File: config.mk
export PLATFORM = sky130hd
export DESIGN_NAME = sincronize
export DESIGN_NICKNAME = d
export VERILOG_FILES = /design/src/rtl/sincronize_pkg.sv /design/src/rtl/sync_chain.sv /design/src/rtl/sincronize.sv
export SDC_FILE = /design/constraint.sdc
export NUM_CORES = 1
export LEC_CHECK = 0
export CORE_AREA = 3 3 40 42
export CTS_BUF_LIST = sky130_fd_sc_hd__clkbuf_2
export CTS_CLUSTER_DIAMETER = 40
export DETAILED_ROUTE_END_ITERATION = 10
export DIE_AREA = 0 0 43 45
export GPL_TIMING_DRIVEN = 0
export SLEW_MARGIN = 20
export SYNTH_ARGS = -nofsm -noshare
export SYNTH_HDL_FRONTEND = slang
export SYNTH_SLANG_ARGS = --single-unit
File: constraint.sdc
create_clock -name clk -period 2.6 [get_ports clk]
set_input_delay 0.52 -clock clk [delete_from_list [all_inputs] [get_ports clk]]
set_output_delay 0.52 -clock clk [all_outputs]
set_load 0.02 [all_outputs]
File: src/rtl/sincronize_pkg.sv
// Shared defaults and sizing helper for the key synchronizer/debouncer.
// The counter is one bit wider than strictly needed so DEBOUNCE_CYCLES=1 still gets a legal width.
package sincronize_pkg;

  localparam int SYNC_STAGES_DEF     = 2;
  localparam int DEBOUNCE_CYCLES_DEF = 2;

  function automatic int cnt_width(input int cycles);
    return $clog2(cycles) + 1;
  endfunction

endpackage

File: src/rtl/sync_chain.sv
// Multi-flop synchronizer bringing an asynchronous level into the clk domain.
// Latency STAGES clocks; no flow control.
module sync_chain #(
  parameter int STAGES = 2
) (
  input  logic clk,
  input  logic rst,
  input  logic d,
  output logic q
);

  logic [STAGES-1:0] ff;

  always_ff @(posedge clk or negedge rst) begin
    if (!rst) begin
      ff <= '0;
    end else begin
      ff <= {ff[STAGES-2:0], d};
    end
  end

  assign q = ff[STAGES-1];

endmodule

File: src/rtl/sincronize.sv
// Key synchronizer + debouncer emitting a one-clock pulse on each accepted press.
// Latency SYNC_STAGES+DEBOUNCE_CYCLES clocks from first sample; no backpressure.
module sincronize
  import sincronize_pkg::*;
#(
  parameter int SYNC_STAGES     = SYNC_STAGES_DEF,
  parameter int DEBOUNCE_CYCLES = DEBOUNCE_CYCLES_DEF
) (
  input  logic clk,
  input  logic key_press,
  output logic key_detect,
  input  logic rst
);

  localparam int             CW       = cnt_width(DEBOUNCE_CYCLES);
  localparam logic [CW-1:0]  CNT_LAST = CW'(DEBOUNCE_CYCLES - 1);

  logic          s;
  logic          db;
  logic          db_nxt;
  logic [CW-1:0] cnt;
  logic [CW-1:0] cnt_nxt;

  sync_chain #(
    .STAGES (SYNC_STAGES)
  ) u_sync (
    .clk (clk),
    .rst (rst),
    .d   (key_press),
    .q   (s)
  );

  // Any sample agreeing with db restarts qualification of a change.
  always_comb begin
    db_nxt  = db;
    cnt_nxt = '0;
    if (s != db) begin
      if (cnt == CNT_LAST) begin
        db_nxt = s;
      end else begin
        cnt_nxt = cnt + 1'b1;
      end
    end
  end

  always_ff @(posedge clk or negedge rst) begin
    if (!rst) begin
      db         <= 1'b0;
      cnt        <= '0;
      key_detect <= 1'b0;
    end else begin
      db         <= db_nxt;
      cnt        <= cnt_nxt;
      key_detect <= db_nxt & ~db;
    end
  end

  cnt_bound: assert property (@(posedge clk) disable iff (!rst) cnt <= CNT_LAST);

endmodule

==> results.yml <==
drt:
  dr.pass1.iters: 1
  ant_nets: 0
  drc: 0
  wirelength_um: 317
  via_per_inst: 3.39
  wl_per_cell_um: 9.61
  num_vias: 112
  drt-initial-drc-count: 0
synth:
  syn_area_sq_um: 209
  syn_nets: 15
  yosysWarnings: 0
  yosysMostFrequentCell: "dfrtp_1"
  ys_seq_area_share_pct: 71.9
  async_flop_share_pct: 100
  ys_ff_latch: 6
  synthFlopType: "dfrtp_1"
  synth_cells: 12
  yosys-top-cells-area: "dfrtp_1 72%, mux2_4 7.2%, nor2b_4 6.6%"
  synth_top_area_share_pct: 71.9
  syn_area_per_cell_sq_um: 17.4
  synth_top_cell_by_area: "dfrtp_1"
  yosysUniqueCellTypes: 7
  synth_edf_count: 0
worst_setup_path:
  slowest_delay_ps: 590
  crit_fanout: 1
  r2r_cells: 2
  arrival_ps: 1130
  endpoint_kind: "output port"
  crit_family: "buffers and inverters"
  crit_type: "flop to output port"
  cpMaxStageDelayCell: "clkdlybuf4s50_1"
  r2r_end: "db$_DFF_PN0_"
  cp-start-kind: "flop"
  worstPathCellList: "clkdlybuf4s50_1"
  r2r-start: "cnt[1]$_DFF_PN0_"
  ff2ff_setup_slack_ps: 1650
  path_buf_inv: 1
  worstPathRequired_ps: 2080
cts:
  clockBufferDepth: 2
  post_cts_buffers: 0
  hold_buffers: 0
  ctsResizeCount: 0
  h-tree-depth: 1
  path_clk_slew_ps: 60
  cts_inserted_buffers: 3
  root_buffer: "clkbuf_2"
  cts_sinks: 6
  clock_latency_ps: 210
  cts_tree: "done"
die:
  die_h_um: 45
  core_area_sq_mm: 0.00128
  die_w_um: 43
  design.die.area_sq_mm: 0.00194
  initial_core_util_pct: 16.3
  ioPinCount: 4
  rows: 13
global_route:
  grt_pass1_wl_um: 586
  grt_pass1_vias: 134
  overflow: 0
  grt_max_degree: 7
  grt_use_total_pct: 4.78
  antenna_found_initial: 0
sta:
  rsz0062_at_grt: "no"
  fin_crit_sh_pct: 63.4
  fmax_ghz: 0.607
  finalHoldViolCount: 0
  fin_setup_tns_ps: 0
  fin_skew_ps: 3.50
  period_minus_slack_ps: 1650
  relSlewSlack_pct: 81.3
  slew_violations: 0
  worstMarginPinSlew_ps: 279
  finalSetupViolCount: 0
finish:
  filler_cell_count: 138
  fin_nets: 23
  diodes: 0
  multi_input_area_sq_um: 58.8
  final_util_pct: 21.2
  regArea_sq_um: 150
  syn2layout_area_growth_pct: 30.5
  drive_above_1_share_pct: 33.3
status:
  status: "complete, no violations"
hold_path:
  min_path_cells: 0
  hold_path.class: "flop to flop"
  min_to: "u_sync.ff[1]$_DFF_PN0_"
  min_from: "u_sync.ff[0]$_DFF_PN0_"
pwr:
  leakage_uw: 0.000126
  peakVddDrop_uv: 290
  power_density_mw_per_mm2: 939
placed_design:
  gp_congestion: 0.560
  portBuffers: 3
job:
  drv_cap: 0
==> layout make-up <==
class / instances / area share (%)
well taps: 15 / 6.88
clock buffers: 3 / 5.50
flip-flops and latches: 6 / 55.0
repair buffers: 3 / 11.0
multi-input cells: 6 / 21.6
==> registers in the layout, indices dropped and copies added (netlist names) <==
signal and flops:
cnt 2, u_sync.ff 2, db 1, key_detect 1
==> cells by family (layout without fill, tap and decap cells) <==
kind of cell / Yosys count / count (layout) / synth area share, %
xor gates and xnor gates: 1 / 1 / 4.19
buffers and inverters: 0 / 6 / 0
muxes: 1 / 1 / 7.18
and+or+nand+nor: 4 / 4 / 16.8
DFF: 6 / 6 / 71.9
==> worst register-to-register path: cells and delay by family, from the launching register on <==
| kind | cells | cell delay [ps] |
|---|---|---|
| flops | 1 | 400 |
| simple gates | 1 | 130 |
| mux | 1 | 300 |
==> stage by stage <==
step / worst slack [ps] / hold slack [ps] / instances / cell area, sq um / total power [uW]
detailed placement: 1180 / 360 / 30 / 258 / 197
finish: 952 / 362 / 33 / 273 / 256
global placement: 1190 / 335 / 30 / 258 / 190
global route: 897 / 383 / 33 / 273 / 276
floorplan: 1660 / 224 / 12 / 209 / 176
CTS: 930 / 374 / 33 / 273 / 263
==> layer usage <==
metal	vias up	part of all wire (%)	track usage, %
met5	-	0	0
met4	0	0	0
met1	54	37	5.16
met3	0	16	6.37
met2	7	47	5.99
li1	51	-	-
==> how the worst max path moves through the flow <==
stage                               from          to  slack [ps]  cells after the start
floorplan           key_detect$_DFF_PN0_  key_detect        1660                      0
global placement    key_detect$_DFF_PN0_  key_detect        1190                      1
detailed placement  key_detect$_DFF_PN0_  key_detect        1180                      1
CTS                 key_detect$_DFF_PN0_  key_detect         930                      1
global route        key_detect$_DFF_PN0_  key_detect         900                      1
finish              key_detect$_DFF_PN0_  key_detect         950                      1
==> where the power goes <==
part / switching [uW] / internal [uW] / total, uW
Combinational: 21.8 / 43.1 / 64.9
Clock: 31.3 / 31.2 / 62.5
Sequential: 15.0 / 114 / 129
==> cell usage in the layout (no fill, tap or decap) <==
master	instances
dfrtp_1	6
clkbuf_2	3
clkdlybuf4s50_1	3
xnor2_1	1
nor2_1	1
nor2b_4	1
mux2_4	1
and3b_2	1
nor3b_1	1
(Power assumes the default switching activity.)
==> variant 1, RTL diff (same settings) <==
The package constant `DEBOUNCE_CYCLES_DEF` goes from 2 to 4.
--- a/src/rtl/sincronize_pkg.sv
+++ b/src/rtl/sincronize_pkg.sv
@@ -3,7 +3,7 @@
 package sincronize_pkg;
 
   localparam int SYNC_STAGES_DEF     = 2;
-  localparam int DEBOUNCE_CYCLES_DEF = 2;
+  localparam int DEBOUNCE_CYCLES_DEF = 4;
 
   function automatic int cnt_width(input int cycles);
     return $clog2(cycles) + 1;
Function: changed (a bounded check fails within 10 cycles, from zero or initial values and one cycle with rst low).
==> variant 1 against the unedited design <==
Register-to-register slack lost 0.22 ns; cell area is 19% higher; total power increased by 12%; fmax shrank 0.73%; worst setup slack worse by 0.012 ns; global-route usage down 0.40 points; sequential cell count up 1; synthesized area up 23%; count of clock-buffer cells in the layout increased by 1; wire length down 1.3%; first-iteration DRC count unchanged; critical endpoint unchanged.
==> variant 1: results (changes against the unedited design) <==
| Metric | Value |
|---|---|
| GRT Overall Usage | 0.0437 (was 0.0478) |
| Sw Share | 0.263 (was 0.266) |
| Final Non-Filler Cells | 37 (was 33) |
| First-pass GRT wire length | 531 um (was 586 um) |
| Met1 usage | 0.0347 (was 0.0516) |
| Share of cells above drive strength 1 | 0.364 (was 0.333) |
| Seq/Total Area, Yosys | 0.683 (was 0.719) |
| DR vias | 137 (was 112) |
| Finished Cell Area | 325 um2 (was 273 um2) |
| Netlist cell types | 9 (was 7) |
| R2R Setup Slk | 1.43 ns (was 1.65 ns) |
| Total wire length | 313 um (was 317 um) |
| Placed Cells incl. Taps | 33 (was 30) |
| Setup Skew | 0.00112 ns (was 0.00350 ns) |
| Placed Area | 305 um2 (was 258 um2) |
| Biggest regs | cnt: 3 flops, u_sync.ff: 2 flops (was cnt: 2 flops, u_sync.ff: 2 flops) |
| Synthesized area per cell | 17.1 um2 (was 17.4 um2) |
| Routability cong. | 0.616 (was 0.560) |
| FILL cells | 132 (was 138) |
| Leakage | 0.150 nW (was 0.126 nW) |
| Nets@finish | 27 (was 23) |
| Run status | completed (unchanged) |
| Most area-consuming cells after synthesis | dfrtp_1 (68%), nor2b_4 (5.4%), ha_1 (4.9%) (was dfrtp_1 (72%), mux2_4 (7.2%), nor2b_4 (6.6%)) |
| Slew headroom | 0.798 (was 0.813) |
| Number of global-route vias before repair | 153 (was 134) |
## variant 1: cell count changes after synthesis, sizes merged
cell / unedited run / this run
dfrtp: 6 / 7
ha: 0 / 1
nor2: 1 / 0
nor3: 0 / 1
nor3b: 1 / 2
## variant 1: final cells by class
type,count,share of cell area
Timing Repair Buffer,3,0.0923
Sequential cell,7,0.538
Multi-Input combinational cell,8,0.250
Clock buffer,4,0.0615
Tap cell,15,0.0577
## variant 1: worst max-delay path by stage
stage	start	to	slack, ns	cells past startpoint
after global routing	key_detect$_DFF_PN0_	key_detect	0.89	1
final	key_detect$_DFF_PN0_	key_detect	0.94	1
after global placement	key_detect$_DFF_PN0_	key_detect	1.18	1
after CTS	key_detect$_DFF_PN0_	key_detect	0.91	1
after floorplan	cnt[0]$_DFF_PN0_	db$_DFF_PN0_	1.50	3
after detailed placement	key_detect$_DFF_PN0_	key_detect	1.18	1
## variant 1: power groups by stage
stage | combinational (mW) | sequential, mW | clock (mW)
finish | 0.0630 | 0.145 | 0.0785
global route | 0.0694 | 0.147 | 0.0897
CTS | 0.0650 | 0.144 | 0.0843
detailed placement | 0.0650 | 0.147 | 0
global placement | 0.0606 | 0.145 | 0
floorplan | 0.0490 | 0.145 | 0
## variant 1: metal layers
layer,up-vias,share of wire
met5,-,0
met4,0,0.054
met3,2,0.086
met2,6,0.45
met1,65,0.40
li1,64,-
## variant 1: cells by family after synthesis
kind of cell | share of synthesized area
mux | 0.0439
simple gates | 0.190
fa+ha+maj | 0.0488
flops | 0.683
xor+xnor | 0.0342
==> variant 2, RTL diff (config.mk and constraints unchanged) <==
Without the edit above. Put one more register stage on the output `key_detect`, with the module's reset. The value now appears one clock later.
--- a/src/rtl/sincronize.sv
+++ b/src/rtl/sincronize.sv
@@ -14,6 +14,8 @@
 
   localparam int             CW       = cnt_width(DEBOUNCE_CYCLES);
   localparam logic [CW-1:0]  CNT_LAST = CW'(DEBOUNCE_CYCLES - 1);
+
+  logic key_detect_s0;
 
   logic          s;
   logic          db;
@@ -47,15 +49,23 @@
     if (!rst) begin
       db         <= 1'b0;
       cnt        <= '0;
-      key_detect <= 1'b0;
+      key_detect_s0 <= 1'b0;
     end else begin
       db         <= db_nxt;
       cnt        <= cnt_nxt;
-      key_detect <= db_nxt & ~db;
+      key_detect_s0 <= db_nxt & ~db;
     end
   end
 
   cnt_bound: assert property (@(posedge clk) disable iff (!rst) cnt <= CNT_LAST);
 
+  always_ff @(posedge clk or negedge rst) begin
+    if (!rst) begin
+      key_detect <= '0;
+    end else begin
+      key_detect <= key_detect_s0;
+    end
+  end
+
 endmodule
 
Behaviour: not the same (Yosys sat finds a counterexample within 10 cycles, from zero or initial values and one cycle with rst low).
==> variant 2 against the unedited design <==
First-iteration DRC count is 1 higher; via count is 9.8% higher; count of clock-buffer cells in the layout is 1 higher; cell area is 11% higher; total power is 15% higher; synthesized cell count is 8.3% higher; worst setup slack worse by 0.015 ns; wire length is 18% higher; combinational power is 4.9% higher; sequential cell count is 1 higher; synthesized area is 12% higher.
==> variant 2: results (changes against the unedited design) <==
| Metric | Value |
|---|---|
| Placed Cells incl. Taps | 31 (was 30) |
| Initial DRT Pass Iterations | 2 (was 1) |
| Synthesized Nets | 16 (was 15) |
| Mapped Cells | 13 (was 12) |
| Largest net degree at the start of global routing | 8 (was 7) |
| Seq/total area | 0.579 (was 0.550) |
| Xor/xnor share of the synthesized area | 0.0374 (was 0.0419) |
| Initial DRC Count | 1 (was 0) |
| Number of global-route vias before repair | 163 (was 134) |
| First-pass GRT wire length | 752 um (was 586 um) |
| Clock buffers | 4 (was 3) |
| Via-per-instance ratio | 3.51 (was 3.39) |
| Clk_lat worst skew | 0.23 ns (was 0.21 ns) |
| Reg area | 175 um2 (was 150 um2) |
| Total wire length | 375 um (was 317 um) |
| FILL cells | 136 (was 138) |
| Leakage | 0.143 nW (was 0.126 nW) |
| Worst-margin pin slew | 0.308 ns (was 0.279 ns) |
| Share of cells above drive strength 1 | 0.350 (was 0.333) |
| Worst setup margin | 0.937 ns (was 0.952 ns) |
| Sequential cell count | 7 (was 6) |
| Final hold slack | 0.360 ns (was 0.362 ns) |
| Worst r2r src | cnt[0]$_DFF_PN0_ (was cnt[1]$_DFF_PN0_) |
| Most area-consuming cells after synthesis | dfrtp_1 (75%), mux2_4 (6.4%), nor2b_4 (5.9%) (was dfrtp_1 (72%), mux2_4 (7.2%), nor2b_4 (6.6%)) |
| Worst VDD drop | 0.308 mV (was 0.290 mV) |
| Run status | completed (unchanged) |
| Non-clock buffer share | 0.0992 (was 0.110) |
==> variant 2: power breakdown <==
| group | total [mW] | switching (mW) | internal (mW) |
|---|---|---|---|
| Combinational | 0.0681 | 0.0249 | 0.0432 |
| Clock | 0.0792 | 0.0383 | 0.0409 |
| Sequential | 0.148 | 0.0158 | 0.132 |
| Total | 0.295 | 0.0790 | 0.216 |
==> variant 2: cell families after synthesis <==
kind of cell	after synthesis
flip-flops	7
AND/OR/NAND/NOR	4
multiplexers	1
XOR/XNOR	1
==> variant 2: worst register-to-register path: stages, from the launching register on <==
cell and delay (ns):
dfrtp_1 0.37, nor2b_4 0.17, mux2_4 0.30
==> variant 2: layer usage <==
| layer | up-vias | global-route usage | part of all wire |
|---|---|---|---|
| met5 | - | 0 | 0 |
| met4 | 0 | 0.0181 | 0 |
| met3 | 0 | 0.0757 | 0.16 |
| met2 | 7 | 0.0868 | 0.52 |
| met1 | 60 | 0.0545 | 0.32 |
| li1 | 56 | - | - |
